<file path="config.mk">
export PLATFORM = sky130hd
export DESIGN_NAME = id_ex_ctrl_stage
export DESIGN_NICKNAME = d
export VERILOG_FILES = /design/src/rtl/ctrl_pkg.sv /design/src/rtl/rv_decode.sv /design/src/rtl/id_ex_ctrl_stage.sv
export SDC_FILE = /design/constraint.sdc
export NUM_CORES = 1
export LEC_CHECK = 0
export ABC_AREA = 1
export ABC_CLOCK_PERIOD_IN_PS = 3690
export CAP_MARGIN = 20
export CORE_ASPECT_RATIO = 2
export CORE_MARGIN = 5
export CORE_UTILIZATION = 30
export DETAILED_ROUTE_END_ITERATION = 16
export PLACE_DENSITY_LB_ADDON = 0.1
export SETUP_SLACK_MARGIN = 0.02
export SLEW_MARGIN = 10
export SYNTH_ARGS = -nofsm -noshare
export SYNTH_HDL_FRONTEND = slang
export SYNTH_SLANG_ARGS = --single-unit
export TNS_END_PERCENT = 50
</file>
<file path="constraint.sdc">
create_clock -name clk -period 3.69 [get_ports clk]
set_input_delay 0.369 -clock clk [delete_from_list [all_inputs] [get_ports clk]]
set_output_delay 0.369 -clock clk [all_outputs]
set_load 0.1 [all_outputs]
</file>
<file path="src/rtl/ctrl_pkg.sv">
// ctrl_pkg: shared definitions for the ID/EX control stage.
//   - RV32I/RV32M opcode and funct7 constants
//   - alu_op_e (base + M encodings), wb_sel_e, imm_sel_e
//   - ctrl_bundle_t: every registered ex_* control, plus the BUBBLE value
//   - base_alu(): funct3 -> ALU op for the shared R/I-type arithmetic map
package ctrl_pkg;

  localparam logic [6:0] OP_LOAD   = 7'b0000011;
  localparam logic [6:0] OP_STORE  = 7'b0100011;
  localparam logic [6:0] OP_R      = 7'b0110011;
  localparam logic [6:0] OP_BRANCH = 7'b1100011;
  localparam logic [6:0] OP_IMM    = 7'b0010011;
  localparam logic [6:0] OP_JAL    = 7'b1101111;
  localparam logic [6:0] OP_JALR   = 7'b1100111;
  localparam logic [6:0] OP_LUI    = 7'b0110111;
  localparam logic [6:0] OP_AUIPC  = 7'b0010111;

  localparam logic [6:0] F7_BASE   = 7'b0000000;
  localparam logic [6:0] F7_ALT    = 7'b0100000;
  localparam logic [6:0] F7_MULDIV = 7'b0000001;

  typedef enum logic [4:0] {
    ALU_ADD    = 5'b00000, ALU_SUB    = 5'b00001, ALU_AND   = 5'b00010,
    ALU_OR     = 5'b00011, ALU_SLL    = 5'b00100, ALU_SLT   = 5'b00101,
    ALU_SRA    = 5'b00111, ALU_SLTU   = 5'b01000, ALU_XOR   = 5'b01010,
    ALU_SRL    = 5'b01011, ALU_LUI    = 5'b01100,
    ALU_MUL    = 5'b10000, ALU_MULH   = 5'b10001, ALU_MULHSU = 5'b10010,
    ALU_MULHU  = 5'b10011, ALU_DIV    = 5'b10100, ALU_DIVU  = 5'b10101,
    ALU_REM    = 5'b10110, ALU_REMU   = 5'b10111
  } alu_op_e;

  typedef enum logic [1:0] {
    WB_ALU = 2'b00, WB_LOAD = 2'b01, WB_PC4 = 2'b11
  } wb_sel_e;

  typedef enum logic [2:0] {
    IMM_I = 3'b000, IMM_S = 3'b001, IMM_B = 3'b010, IMM_J = 3'b011, IMM_U = 3'b100
  } imm_sel_e;

  typedef struct packed {
    logic     valid;
    logic     illegal;
    logic     mem_wren;
    logic     rd_wren;
    logic     op_a_sel;     // 1: PC as operand A
    logic     op_b_sel;     // 1: immediate as operand B
    logic     br_sel;       // 1: unconditional redirect (jal/jalr)
    logic     br_unsigned;
    logic     slti_sel;
    logic     is_branch;
    wb_sel_e  wb_sel;
    imm_sel_e imm_sel;
    alu_op_e  alu_op;
  } ctrl_bundle_t;

  localparam ctrl_bundle_t BUBBLE = '0;

  // alt selects sub for funct3=000 and sra for funct3=101
  function automatic alu_op_e base_alu(input logic [2:0] f3, input logic alt);
    case (f3)
      3'b000:  return alt ? ALU_SUB : ALU_ADD;
      3'b001:  return ALU_SLL;
      3'b010:  return ALU_SLT;
      3'b011:  return ALU_SLTU;
      3'b100:  return ALU_XOR;
      3'b101:  return alt ? ALU_SRA : ALU_SRL;
      3'b110:  return ALU_OR;
      default: return ALU_AND;
    endcase
  endfunction

  // div/divu/rem/remu share the 101xx prefix
  function automatic logic is_div_op(input alu_op_e op);
    return op[4:2] == 3'b101;
  endfunction

endpackage

</file>
<file path="src/rtl/rv_decode.sv">
// rv_decode: pure combinational RV32I(+M) instruction -> control bundle.
//   i_instr : 32-bit instruction from ID
//   o_ctrl  : decoded bundle; valid is left 0 (the stage owns it).
//             Illegal encodings return an all-zero bundle with illegal=1.
module rv_decode
  import ctrl_pkg::*;
#(
  parameter bit M_EXT = 1'b1
) (
  input  logic [31:0]  i_instr,
  output ctrl_bundle_t o_ctrl
);

  logic [6:0]   w_opcode;
  logic [2:0]   w_f3;
  logic [6:0]   w_f7;
  logic         w_illegal;
  ctrl_bundle_t w_dec;
  logic         w_unused_bits;

  assign w_opcode      = i_instr[6:0];
  assign w_f3          = i_instr[14:12];
  assign w_f7          = i_instr[31:25];
  assign w_unused_bits = ^{i_instr[24:15], i_instr[11:7]};

  always_comb begin
    w_dec     = BUBBLE;
    w_illegal = 1'b0;
    case (w_opcode)
      OP_LOAD: begin
        w_dec.rd_wren  = 1'b1;
        w_dec.op_b_sel = 1'b1;
        w_dec.wb_sel   = WB_LOAD;
      end
      OP_STORE: begin
        w_dec.mem_wren = 1'b1;
        w_dec.op_b_sel = 1'b1;
        w_dec.imm_sel  = IMM_S;
      end
      OP_BRANCH: begin
        w_dec.is_branch   = 1'b1;
        w_dec.op_a_sel    = 1'b1;
        w_dec.op_b_sel    = 1'b1;
        w_dec.imm_sel     = IMM_B;
        w_dec.br_unsigned = w_f3[2] & w_f3[1];  // bltu/bgeu
      end
      OP_IMM: begin
        w_dec.rd_wren     = 1'b1;
        w_dec.op_b_sel    = 1'b1;
        // instr[30] only matters for the right shift; addi has no subtract form
        w_dec.alu_op      = base_alu(w_f3, (w_f3 == 3'b101) & i_instr[30]);
        w_dec.slti_sel    = (w_f3 == 3'b010) | (w_f3 == 3'b011);
        w_dec.br_unsigned = (w_f3 == 3'b011);
      end
      OP_R: begin
        w_dec.rd_wren = 1'b1;
        if (w_f7 == F7_MULDIV) begin
          if (M_EXT) w_dec.alu_op = alu_op_e'({2'b10, w_f3});
          else       w_illegal    = 1'b1;
        end else if (w_f7 == F7_BASE) begin
          w_dec.alu_op      = base_alu(w_f3, 1'b0);
          w_dec.br_unsigned = (w_f3 == 3'b011);
        end else if (w_f7 == F7_ALT && (w_f3 == 3'b000 || w_f3 == 3'b101)) begin
          w_dec.alu_op = base_alu(w_f3, 1'b1);
        end else begin
          w_illegal = 1'b1;
        end
      end
      OP_JAL: begin
        w_dec.rd_wren  = 1'b1;
        w_dec.op_a_sel = 1'b1;
        w_dec.op_b_sel = 1'b1;
        w_dec.br_sel   = 1'b1;
        w_dec.wb_sel   = WB_PC4;
        w_dec.imm_sel  = IMM_J;
      end
      OP_JALR: begin
        w_dec.rd_wren  = 1'b1;
        w_dec.op_b_sel = 1'b1;
        w_dec.br_sel   = 1'b1;
        w_dec.wb_sel   = WB_PC4;
      end
      OP_LUI: begin
        w_dec.rd_wren  = 1'b1;
        w_dec.op_b_sel = 1'b1;
        w_dec.imm_sel  = IMM_U;
        w_dec.alu_op   = ALU_LUI;
      end
      OP_AUIPC: begin
        w_dec.rd_wren  = 1'b1;
        w_dec.op_a_sel = 1'b1;
        w_dec.op_b_sel = 1'b1;
        w_dec.imm_sel  = IMM_U;
      end
      default: w_illegal = 1'b1;
    endcase

    if (w_illegal) begin
      w_dec         = BUBBLE;
      w_dec.illegal = 1'b1;
    end
  end

  assign o_ctrl = w_dec;

endmodule

</file>
<file path="src/rtl/id_ex_ctrl_stage.sv">
// id_ex_ctrl_stage: decodes the ID instruction and registers the control
// bundle into the ID/EX pipeline register; sequences multi-cycle divides.
//   clk, rst         : clock, synchronous active-high reset
//   instr_D, valid_D : instruction in ID and its valid flag
//   stall_i, flush_i : hazard hold / kill into ID/EX
//   stall_D, md_busy : IF/ID freeze and divide-in-progress
//   ex_*             : registered EX-stage controls
module id_ex_ctrl_stage
  import ctrl_pkg::*;
#(
  parameter bit M_EXT    = 1'b1,
  parameter int DIV_LAT  = 8,
  parameter int ALU_OP_W = 5
) (
  input  logic                clk,
  input  logic                rst,
  input  logic [31:0]         instr_D,
  input  logic                valid_D,
  input  logic                stall_i,
  input  logic                flush_i,
  output logic                stall_D,
  output logic                md_busy,
  output logic                ex_valid,
  output logic                ex_mem_wren,
  output logic                ex_rd_wren,
  output logic                ex_op_a_sel,
  output logic                ex_op_b_sel,
  output logic                ex_br_sel,
  output logic                ex_br_unsigned,
  output logic                ex_slti_sel,
  output logic                ex_is_branch,
  output logic [1:0]          ex_wb_sel,
  output logic [2:0]          ex_imm_sel,
  output logic [ALU_OP_W-1:0] ex_alu_op,
  output logic                ex_illegal
);

  localparam int              CNT_W   = $clog2(DIV_LAT);
  localparam logic [CNT_W-1:0] CNT_ARM = CNT_W'(DIV_LAT - 1);

  ctrl_bundle_t     w_dec, w_ld, r_ex;
  logic [CNT_W-1:0] r_cnt;
  logic             w_busy, w_div_ld;

  rv_decode #(.M_EXT(M_EXT)) u_dec (
    .i_instr (instr_D),
    .o_ctrl  (w_dec)
  );

  always_comb begin
    w_ld       = w_dec;
    w_ld.valid = 1'b1;
    if (!valid_D) w_ld = BUBBLE;
  end

  assign w_busy   = (r_cnt != '0);
  // illegal bundles carry alu_op=add, so no separate illegal gate is needed
  assign w_div_ld = valid_D & is_div_op(w_dec.alu_op);

  // The divide issues once; the remaining DIV_LAT-1 EX cycles are bubbles
  // while the counter drains, independent of stall_i.
  always_ff @(posedge clk) begin
    if (rst) begin
      r_ex  <= BUBBLE;
      r_cnt <= '0;
    end else if (flush_i) begin
      r_ex  <= BUBBLE;
      r_cnt <= '0;
    end else if (w_busy) begin
      r_ex  <= BUBBLE;
      r_cnt <= r_cnt - CNT_W'(1);
    end else if (!stall_i) begin
      r_ex  <= w_ld;
      r_cnt <= w_div_ld ? CNT_ARM : '0;
    end
  end

  assign md_busy        = w_busy;
  assign stall_D        = w_busy & ~flush_i;
  assign ex_valid       = r_ex.valid;
  assign ex_illegal     = r_ex.illegal;
  assign ex_mem_wren    = r_ex.mem_wren;
  assign ex_rd_wren     = r_ex.rd_wren;
  assign ex_op_a_sel    = r_ex.op_a_sel;
  assign ex_op_b_sel    = r_ex.op_b_sel;
  assign ex_br_sel      = r_ex.br_sel;
  assign ex_br_unsigned = r_ex.br_unsigned;
  assign ex_slti_sel    = r_ex.slti_sel;
  assign ex_is_branch   = r_ex.is_branch;
  assign ex_wb_sel      = r_ex.wb_sel;
  assign ex_imm_sel     = r_ex.imm_sel;

  generate
    if (ALU_OP_W > 5) begin : g_alu_ext
      assign ex_alu_op = {{(ALU_OP_W-5){1'b0}}, r_ex.alu_op};
    end else if (ALU_OP_W == 5) begin : g_alu_eq
      assign ex_alu_op = r_ex.alu_op;
    end else begin : g_alu_trunc
      assign ex_alu_op = r_ex.alu_op[ALU_OP_W-1:0];
    end
  endgenerate

endmodule

</file>
==> qor.yml, run 1 <==
netlist_instances: 240
rows: 36
cts_setup_buffers: 0
powerDensity_mw_per_mm2: 249
cpPeakStageDelay_ns: 1.14
dp_hpwl_microns: 3440
hold_viol: 0
insertion_delay_ns: 0.26
die-area_sq_mm: 0.00645
async_reset_ff_share_pct: 0
ys_seq_elements: 23
antenna_found_initial: 0
portBuffers: 43
cts.repair.resized: 0
hold_buffers: 0
ioPinCount: 59
die_h_microns: 109
overflow: 0
vias: 1636
crit_path_start: "r_cnt[0]"
initial_utilization_pct: 30.3
final_antenna_net_count: 0
cts_buffers: 3
ir_drop_uv: 213
drt_wl_total_microns: 4280
htree_levels: 1
layout-drive-gt1-share_pct: 8.87
grt_pass1_wl_microns: 7220
cp.arrival_ns: 2.24
syn_area_per_cell_sq_um: 6.08
relSlewSlack_pct: 35.0
r2r-start: "r_cnt[0]"
clkSlewWorstSetupHoldPaths_ns: 0.08
final_core_util_pct: 41.3
clock-sinks: 23
core_sq_mm: 0.00482
crit_type: "flip-flop to output pin"
post-route-min-period_ns: 2.61
drv_slew: 0
synth_nets: 279
post-route-period-util_pct: 70.8
outcome: "finished, final reports clean"
worst_pin_slew_ns: 0.971
reg2reg_to: "ex_rd_wren"
viasPerCell: 4.83
start_kind: "flip-flop"
critPathSlowestCell: "clkdlybuf4s50_1"
cts_tree: "built"
seqCellArea_sq_um: 460
first_global_vias: 1671
rsz0062_at_grt: "false"
antenna_cells: 0
yosysWarnings: 0
root_buffer: "clkbuf_8"
drtPass1Iterations: 4
drc: 0
nNetsFinal: 322
drt_iter0_markers: 44
place.gp.congestion: 0.867
layout_common_cells: "nand2_1, clkdlybuf4s50_1, nor2_1"
place_area_sq_mm: 0.00195
cp-endpoint: "md_busy"
leakagePower_nw: 0.767
finalClockSkew_ns: 0.00287
grt_max_degree: 26
synth_area_sq_mm: 0.00146
cpMostUsedCell: "inv_1"
end_kind: "output pin"
multiInputGateArea_sq_um: 871
crit_required_ns: 3.32
gr-usage-all-layers_pct: 14.2
clk_path_buf_depth: 2
path_max_fanout: 5
die_w_microns: 59.3
setup-violations-final: 0
setup_tns_ns: 0
synth-edff-count: 0
r2r_slack_ns: 2.04
synth_flop_cell: "dfxtp_1"
max_freq_ghz: 0.383
synth-seq-area-share_pct: 31.5
area_growth_pct: 36.4
fill_cells: 548
crit_chain: "inv_1, ha_1, inv_1, nor2_1, inv_1, clkdlybuf4s50_1"
design_area_sq_mm: 0.00199
reg2regPathDepth: 8
hp-class: "flip-flop to flip-flop"
drv_cap: 0
synth.distinct_cells: 20
routedWlPerCell_microns: 12.6
layout_commonest_cell: "nand2_1"
[logic make-up (layout without fill, tap and decap cells)]
group	count (synthesis)	count (layout)	share of synthesized area, %
AND/OR/NAND/NOR	143	143	44.3
AO/OA/AOI/OAI	38	38	13.6
adder cells (fa/ha/maj)	2	2	1.71
flip-flops	23	23	31.5
buffers and inverters	34	76	8.83
[cell usage after synthesis (2+ instances only)]
cell      number  area [sq um]
nand3_1       20           100
ha_1           2          25.0
o21ai_0       10          50.1
nand3_2        3          30.0
o221ai_1       2          17.5
nand4_1        5          31.3
nand2_2        7          43.8
inv_2          4          15.0
dfxtp_1       23           460
nor2_2         3          18.8
nor2_1        33           124
clkbuf_1       5          18.8
nor2_4         2          22.5
nand2_1       68           255
inv_1         24          90.1
a21oi_1       25           125
[state kept, by name (all words and copies together), names as in the netlist, 2 cells and up]
signal / flops
ex_wb_sel: 2
ex_imm_sel: 3
r_cnt: 3
ex_alu_op: 5
[metal layers]
| layer | wire length [microns] | vias up | global-route usage, % |
|---|---|---|---|
| li1 | - | 856 | - |
| met1 | 1660 | 736 | 14.9 |
| met2 | 2380 | 36 | 27.7 |
| met3 | 149 | 8 | 1.18 |
| met4 | 102 | 0 | 5.35 |
| met5 | 0 | - | 0 |
[worst min-delay path by stage]
stage / slack, ns / from / to / cells past startpoint
after floorplan: 0.53 / r_cnt[0] / r_cnt[0] / 3
after global placement: 0.46 / ex_slti_sel / ex_slti_sel / 2
after detailed placement: 0.46 / ex_slti_sel / ex_slti_sel / 2
after CTS: 0.48 / ex_alu_op[0] / ex_alu_op[0] / 2
after global routing: 0.49 / ex_imm_sel[1] / ex_imm_sel[1] / 2
final: 0.47 / ex_slti_sel / ex_slti_sel / 2
[layout make-up]
type                    instances  area share [%]
clock buffers                   3            2.07
clock inverters                 1           0.251
inverters                      28            5.28
multi-input cells             183            43.7
flip-flops and latches         23            23.1
well taps                      57            3.58
repair buffers                 44            22.0
[metrics by stage]
step                      power (mW)  instances  setup slack (ns)  hold WS [ns]
after global routing           0.522        339             0.978         0.493
final                          0.495        339              1.08         0.467
after floorplan                0.306        240              1.39         0.528
after global placement         0.345        335              1.30         0.455
after CTS                      0.504        339              1.05         0.475
after detailed placement       0.346        335              1.30         0.456
[critical path, delay by kind of cell, from the launching register on]
kind,cells,cell delay (ns)
AND/OR/NAND/NOR,1,0.07
adder cells (fa/ha/maj),1,0.20
flip-flops,1,0.35
buffers and inverters,4,1.35
[where the power goes]
part | leakage (nW) | total (mW) | internal [mW] | switching [mW]
combinational | 0.556 | 0.0892 | 0.0336 | 0.0556
clock | 0.0255 | 0.156 | 0.0753 | 0.0807
sequential | 0.185 | 0.250 | 0.249 | 0.000810
total | 0.767 | 0.495 | 0.358 | 0.137
(Power assumes the default switching activity.)
==> run 2: changes to the inputs <==
--- a/config.mk
+++ b/config.mk
@@ -6,7 +6,7 @@
 export NUM_CORES = 1
 export LEC_CHECK = 0
 export ABC_AREA = 1
-export ABC_CLOCK_PERIOD_IN_PS = 3690
+export ABC_CLOCK_PERIOD_IN_PS = 2100
 export CAP_MARGIN = 20
 export CORE_ASPECT_RATIO = 2
 export CORE_MARGIN = 5
==> constraint.sdc (replaced) <==
create_clock -name clk -period 2.1 [get_ports clk]
set_input_delay 0.21 -clock clk [delete_from_list [all_inputs] [get_ports clk]]
set_output_delay 0.21 -clock clk [all_outputs]
set_load 0.1 [all_outputs]
==> qor.yml, run 2 (synthesized netlist as in run 1, its figures left out) <==
dp_hpwl_microns: 3640  # +5.8%
root_buffer: "clkbuf_8"
pwr-share-seq_pct: 50.0  # -0.5 points
largest_reg_flops: 5  # unchanged
ir_drop_uv: 486  # +130%
area_growth_pct: 37.6
ioPinCount: 59  # unchanged
antenna_cells: 0  # unchanged
portBuffers: 43  # unchanged
core_sq_mm: 0.00482  # unchanged
finalClockSkew_ns: 0.00540  # +0.00253 ns
leakagePower_nw: 0.845  # +10%
place.gp.congestion: 0.853  # -1.5%
cts.repair.resized: 0  # unchanged
die-area_sq_mm: 0.00645  # unchanged
power.internal_mw: 0.634  # +77%
drtPass1Iterations: 4  # unchanged
vias: 1646  # +0.61%
end_kind: "flip-flop"
hold_buffers: 0  # unchanged
drc: 0  # unchanged
clock-sinks: 23  # unchanged
drv_slew: 0  # unchanged
outcome: "finished, final reports clean"
rsz0062_at_grt: "false"
fin_ws_ns: 0.412  # -0.665 ns
die_h_microns: 109  # unchanged
p_comb_share_pct: 18.6  # +0.6 points
grt_max_degree: 19  # -27%
hold_viol: 0  # unchanged
layout_commonest_cell: "nand2_1"
clkSlewWorstSetupHoldPaths_ns: 0.09  # about the same
viasPerCell: 4.77  # -1.1%
insertion_delay_ns: 0.26  # about the same
grt_pass1_wl_microns: 7180  # -0.66%
clk_path_buf_depth: 2  # unchanged
cts_setup_buffers: 0  # unchanged
path_max_fanout: 9  # +4
final_antenna_net_count: 0  # unchanged
hp-class: "flip-flop to flip-flop"
drt_iter0_markers: 26  # -41%
cts_tree: "built"
drv_cap: 0  # unchanged
die_w_microns: 59.3  # unchanged
rows: 36  # unchanged
relSlewSlack_pct: 77.4  # +42 points
initial_utilization_pct: 30.3  # unchanged
max_freq_ghz: 0.592
overflow: 0  # unchanged
post-route-min-period_ns: 1.69
layout_common_cells: "nand2_1, nor2_1, buf_4"
setup_tns_ns: 0  # unchanged
sw_frac_of_total_pct: 27.8  # +0.066 points
antenna_found_initial: 0  # unchanged
gr-usage-all-layers_pct: 14.4  # +0.14 points
powerDensity_mw_per_mm2: 437  # +76%
drt_wl_total_microns: 4380  # +2.2%
power.share.clock_pct: 31.4  # about the same
switchingPower_mw: 0.244  # +78%
routedWlPerCell_microns: 12.7  # +0.46%
worst_pin_slew_ns: 0.338  # -0.634 ns
nNetsFinal: 328  # +1.9%
layout-drive-gt1-share_pct: 18.8  # +9.9 points
place_area_sq_mm: 0.00196  # +0.90%
post-place-ws_ns: 0.128  # -1.17 ns
cp.arrival_ns: 1.89  # -0.35 ns
post-route-period-util_pct: 80.4
crit_required_ns: 2.30  # -1.02 ns
first_global_vias: 1653  # -1.1%
design_area_sq_mm: 0.00201  # +0.88%
cts_buffers: 3  # unchanged
crit_type: "input port to flip-flop"
start_kind: "input port"
setup-violations-final: 0  # unchanged
htree_levels: 1  # unchanged
## run 2: area by class of cell
cell class,count,area (sq um)
tap,57,71.3
multi-input combinational,183,873
clock inverter,1,5.00
timing repair buffer,50,453
clock buffer,3,41.3
inverter,28,105
fill,558,2810
sequential,23,460
## run 2: metrics by stage
| stage | util (%) | hold WS, ns | std cells | power, mW |
|---|---|---|---|---|
| 6_report | 41.7 | 0.470 | 345 | 0.878 |
| 5_1_grt | 41.7 | 0.494 | 345 | 0.928 |
| 3_5_place_dp | 40.7 | 0.460 | 341 | 0.615 |
| 4_1_cts | 41.7 | 0.474 | 345 | 0.895 |
| 2_1_floorplan | - | 0.371 | 240 | 0.538 |
| 3_3_place_gp | 40.7 | 0.460 | 341 | 0.614 |
## run 2: worst paths after layout
| path | from | to | slack [ns] | depth (start not counted) |
|---|---|---|---|---|
| max | instr_D[12] | r_cnt[1] | 0.41 | 11 |
| min | ex_mem_wren | ex_mem_wren | 0.47 | 2 |
| max reg2reg | r_cnt[0] | ex_br_unsigned | 0.63 | 8 |
| min reg2reg | ex_mem_wren | ex_mem_wren | 0.47 | 2 |
## run 2: routing by layer
layer / GRT usage [%] / wire length (microns) / up-vias
met5: 0 / 0 / -
met4: 6.65 / 156 / 0
met3: 1.90 / 171 / 13
met2: 28.1 / 2490 / 39
met1: 13.9 / 1560 / 723
li1: - / - / 871
## run 2: critical path: stages
cell,delay [ns]
clkdlybuf4s50_1,0.67
nand2_1,0.11
nor2_1,0.17
nand2_1,0.07
nand2_1,0.06
nand3_1,0.07
nand3_1,0.10
nor2_1,0.05
nor2_2,0.15
nand3_2,0.10
a21oi_1,0.13
## run 2: power by group through the flow
| stage | sequential, mW | combinational (mW) | clock, mW |
|---|---|---|---|
| floorplan | 0.466 | 0.0722 | 0 |
| global placement | 0.450 | 0.165 | 0 |
| detailed placement | 0.450 | 0.165 | 0 |
| CTS | 0.439 | 0.166 | 0.290 |
| global route | 0.440 | 0.178 | 0.309 |
| finish | 0.439 | 0.164 | 0.275 |
==> run 3: changes to the inputs <==
--- a/config.mk
+++ b/config.mk
@@ -6,7 +6,7 @@
 export NUM_CORES = 1
 export LEC_CHECK = 0
 export ABC_AREA = 1
-export ABC_CLOCK_PERIOD_IN_PS = 2100
+export ABC_CLOCK_PERIOD_IN_PS = 1760
 export CAP_MARGIN = 20
 export CORE_ASPECT_RATIO = 2
 export CORE_MARGIN = 5
==> constraint.sdc (replaced) <==
create_clock -name clk -period 1.76 [get_ports clk]
set_input_delay 0.176 -clock clk [delete_from_list [all_inputs] [get_ports clk]]
set_output_delay 0.176 -clock clk [all_outputs]
set_load 0.1 [all_outputs]
==> qor.yml, run 3 (synthesized netlist as in run 1, its figures left out) <==
relSlewSlack_pct: 75.9  # -1.5 points
die-area_sq_mm: 0.00645  # unchanged
layout-drive-gt1-share_pct: 33.4  # +15 points
area_growth_pct: 59.4
place.gp.congestion: 0.877  # +2.8%
gr-usage-all-layers_pct: 14.9  # +0.52 points
dp_cells: 370  # +8.5%
antenna_cells: 0  # unchanged
dp_hpwl_microns: 3880  # +6.5%
portBuffers: 43  # unchanged
crit_type: "input port to flip-flop"
fill_cells: 524  # -6.1%
final_antenna_net_count: 0  # unchanged
instances_no_fill: 374  # +8.4%
drt_iter0_markers: 34  # +31%
drc: 0  # unchanged
max_freq_ghz: 0.620
path_max_fanout: 6  # -3
finalClockSkew_ns: 0.00657  # +0.00117 ns
insertion_delay_ns: 0.26  # about the same
root_buffer: "clkbuf_8"
vias: 1775  # +7.8%
clkSlewWorstSetupHoldPaths_ns: 0.08  # about the same
critPathSlowestCell: "clkdlybuf4s50_1"
crit_chain: "clkdlybuf4s50_1, nand2_2, inv_2, nand2_2, a21oi_2, nor2_2, nand2_2, nand2_2, nor3_4, nand2_1, a21oi_2"
cts_tree: "built"
grt_pass1_wl_microns: 7410  # +3.3%
ioPinCount: 59  # unchanged
die_w_microns: 59.3  # unchanged
first_global_vias: 1739  # +5.2%
drtPass1Iterations: 4  # unchanged
grt_max_degree: 19  # unchanged
setup-violations-final: 0  # unchanged
start_kind: "input port"
core_sq_mm: 0.00482  # unchanged
die_h_microns: 109  # unchanged
viasPerCell: 4.75  # -0.52%
final_core_util_pct: 48.3  # +6.6 points
hold_buffers: 0  # unchanged
hp-class: "input port to flip-flop"
drv_cap: 0  # unchanged
cp.arrival_ns: 1.81  # -0.08 ns
cp_num_buf_inv: 2  # +1
post-route-period-util_pct: 91.6
htree_levels: 1  # unchanged
clk_path_buf_depth: 2  # unchanged
drv_slew: 0  # unchanged
post-route-min-period_ns: 1.61
design_area_sq_mm: 0.00233  # +16%
worst_pin_slew_ns: 0.360  # +0.0222 ns
overflow: 0  # unchanged
routedWlPerCell_microns: 12.1  # -4.5%
place_area_sq_mm: 0.00222  # +13%
largest_reg_flops: 5  # unchanged
hold_viol: 0  # unchanged
initial_utilization_pct: 30.3  # unchanged
antenna_found_initial: 0  # unchanged
drt_wl_total_microns: 4540  # +3.6%
nNetsFinal: 357  # +8.8%
rsz0062_at_grt: "false"
layout_commonest_cell: "nand2_1"
whs_ns: 0.381  # -0.0891 ns
cpPeakStageDelay_ns: 0.47  # -0.20 ns
end_kind: "flip-flop"
rows: 36  # unchanged
path_delay_family: "simple AND/OR/NAND/NOR gates"
powerDensity_mw_per_mm2: 463  # +5.9%
clock-sinks: 23  # unchanged
ir_drop_uv: 381  # -21%
leakagePower_nw: 1.05  # +24%
setup_tns_ns: 0  # unchanged
layout_common_cells: "nand2_1, buf_4, nor2_1"
cts_buffers: 3  # unchanged
crit_required_ns: 1.96  # -0.34 ns
cpMostUsedCell: "nand2_2"
outcome: "finished, final reports clean"
==> run 3: cell count changes in the layout (fill, tap and decap cells not counted), moves of 2 or more <==
cell,before,now
nor2_4,2,4
nand2_2,7,10
nor2_1,32,26
nor2_2,4,8
inv_1,24,17
buf_4,27,56
clkdlybuf4s50_1,21,15
inv_2,4,9
a21oi_1,25,20
a21oi_2,0,4
dlymetal6s2s_1,0,6
nand2_1,68,64
==> run 3: through the flow <==
stage	power [mW]	setup slack (ns)
final	1.08	0.148
after global routing	1.13	0.00338
after CTS	1.08	0.0795
after detailed placement	0.765	-0.207
after global placement	0.765	-0.187
after floorplan	0.646	-0.0661
==> run 3: cell type report <==
type,instances,area [sq um],area share [%]
multi-input combinational,183,952,40.9
timing repair buffer,79,686,29.5
inverter,28,111,4.78
clock buffer,4,45.0,1.94
tap,57,71.3,3.06
sequential,23,462,19.8
==> run 3: metal layers <==
metal	global-route usage (%)	vias to the layer above	part of all wire, %
met5	0	-	0
li1	-	927	-
met3	0.829	11	3.7
met4	8.59	0	3.7
met1	13.5	791	34
met2	30.0	46	59
==> run 3: path summary, 6_finish.rpt <==
kind | start | endpoint | slack, ns | depth (start not counted)
worst max-delay path | instr_D[0] | ex_slti_sel | 0.15 | 11
worst min-delay path | instr_D[3] | ex_rd_wren | 0.38 | 5
worst max register to register | r_cnt[1] | ex_rd_wren | 0.33 | 8
worst min register to register | ex_illegal | ex_illegal | 0.47 | 2
==> run 3: repair_timing <==
action,in CTS,in global routing
endpoints found under the setup margin,0,11
buffers inserted,0,0
resized for setup,0,23
==> run 3: worst reg2reg max path, cell delays in order (launching register included) <==
cell and delay, ns:
dfxtp_1 0.31, inv_2 0.08, ha_4 0.14, inv_2 0.04, nor2_4 0.18, clkinvlp_4 0.19
nor2_4 0.18, inv_4 0.11, a21oi_1 0.13
==> run 3: where the power goes <==
part	total (mW)	leakage (nW)	internal, mW	switching (mW)
combinational	0.234	0.838	0.103	0.131
clock	0.319	0.0228	0.161	0.158
sequential	0.524	0.186	0.523	0.00133
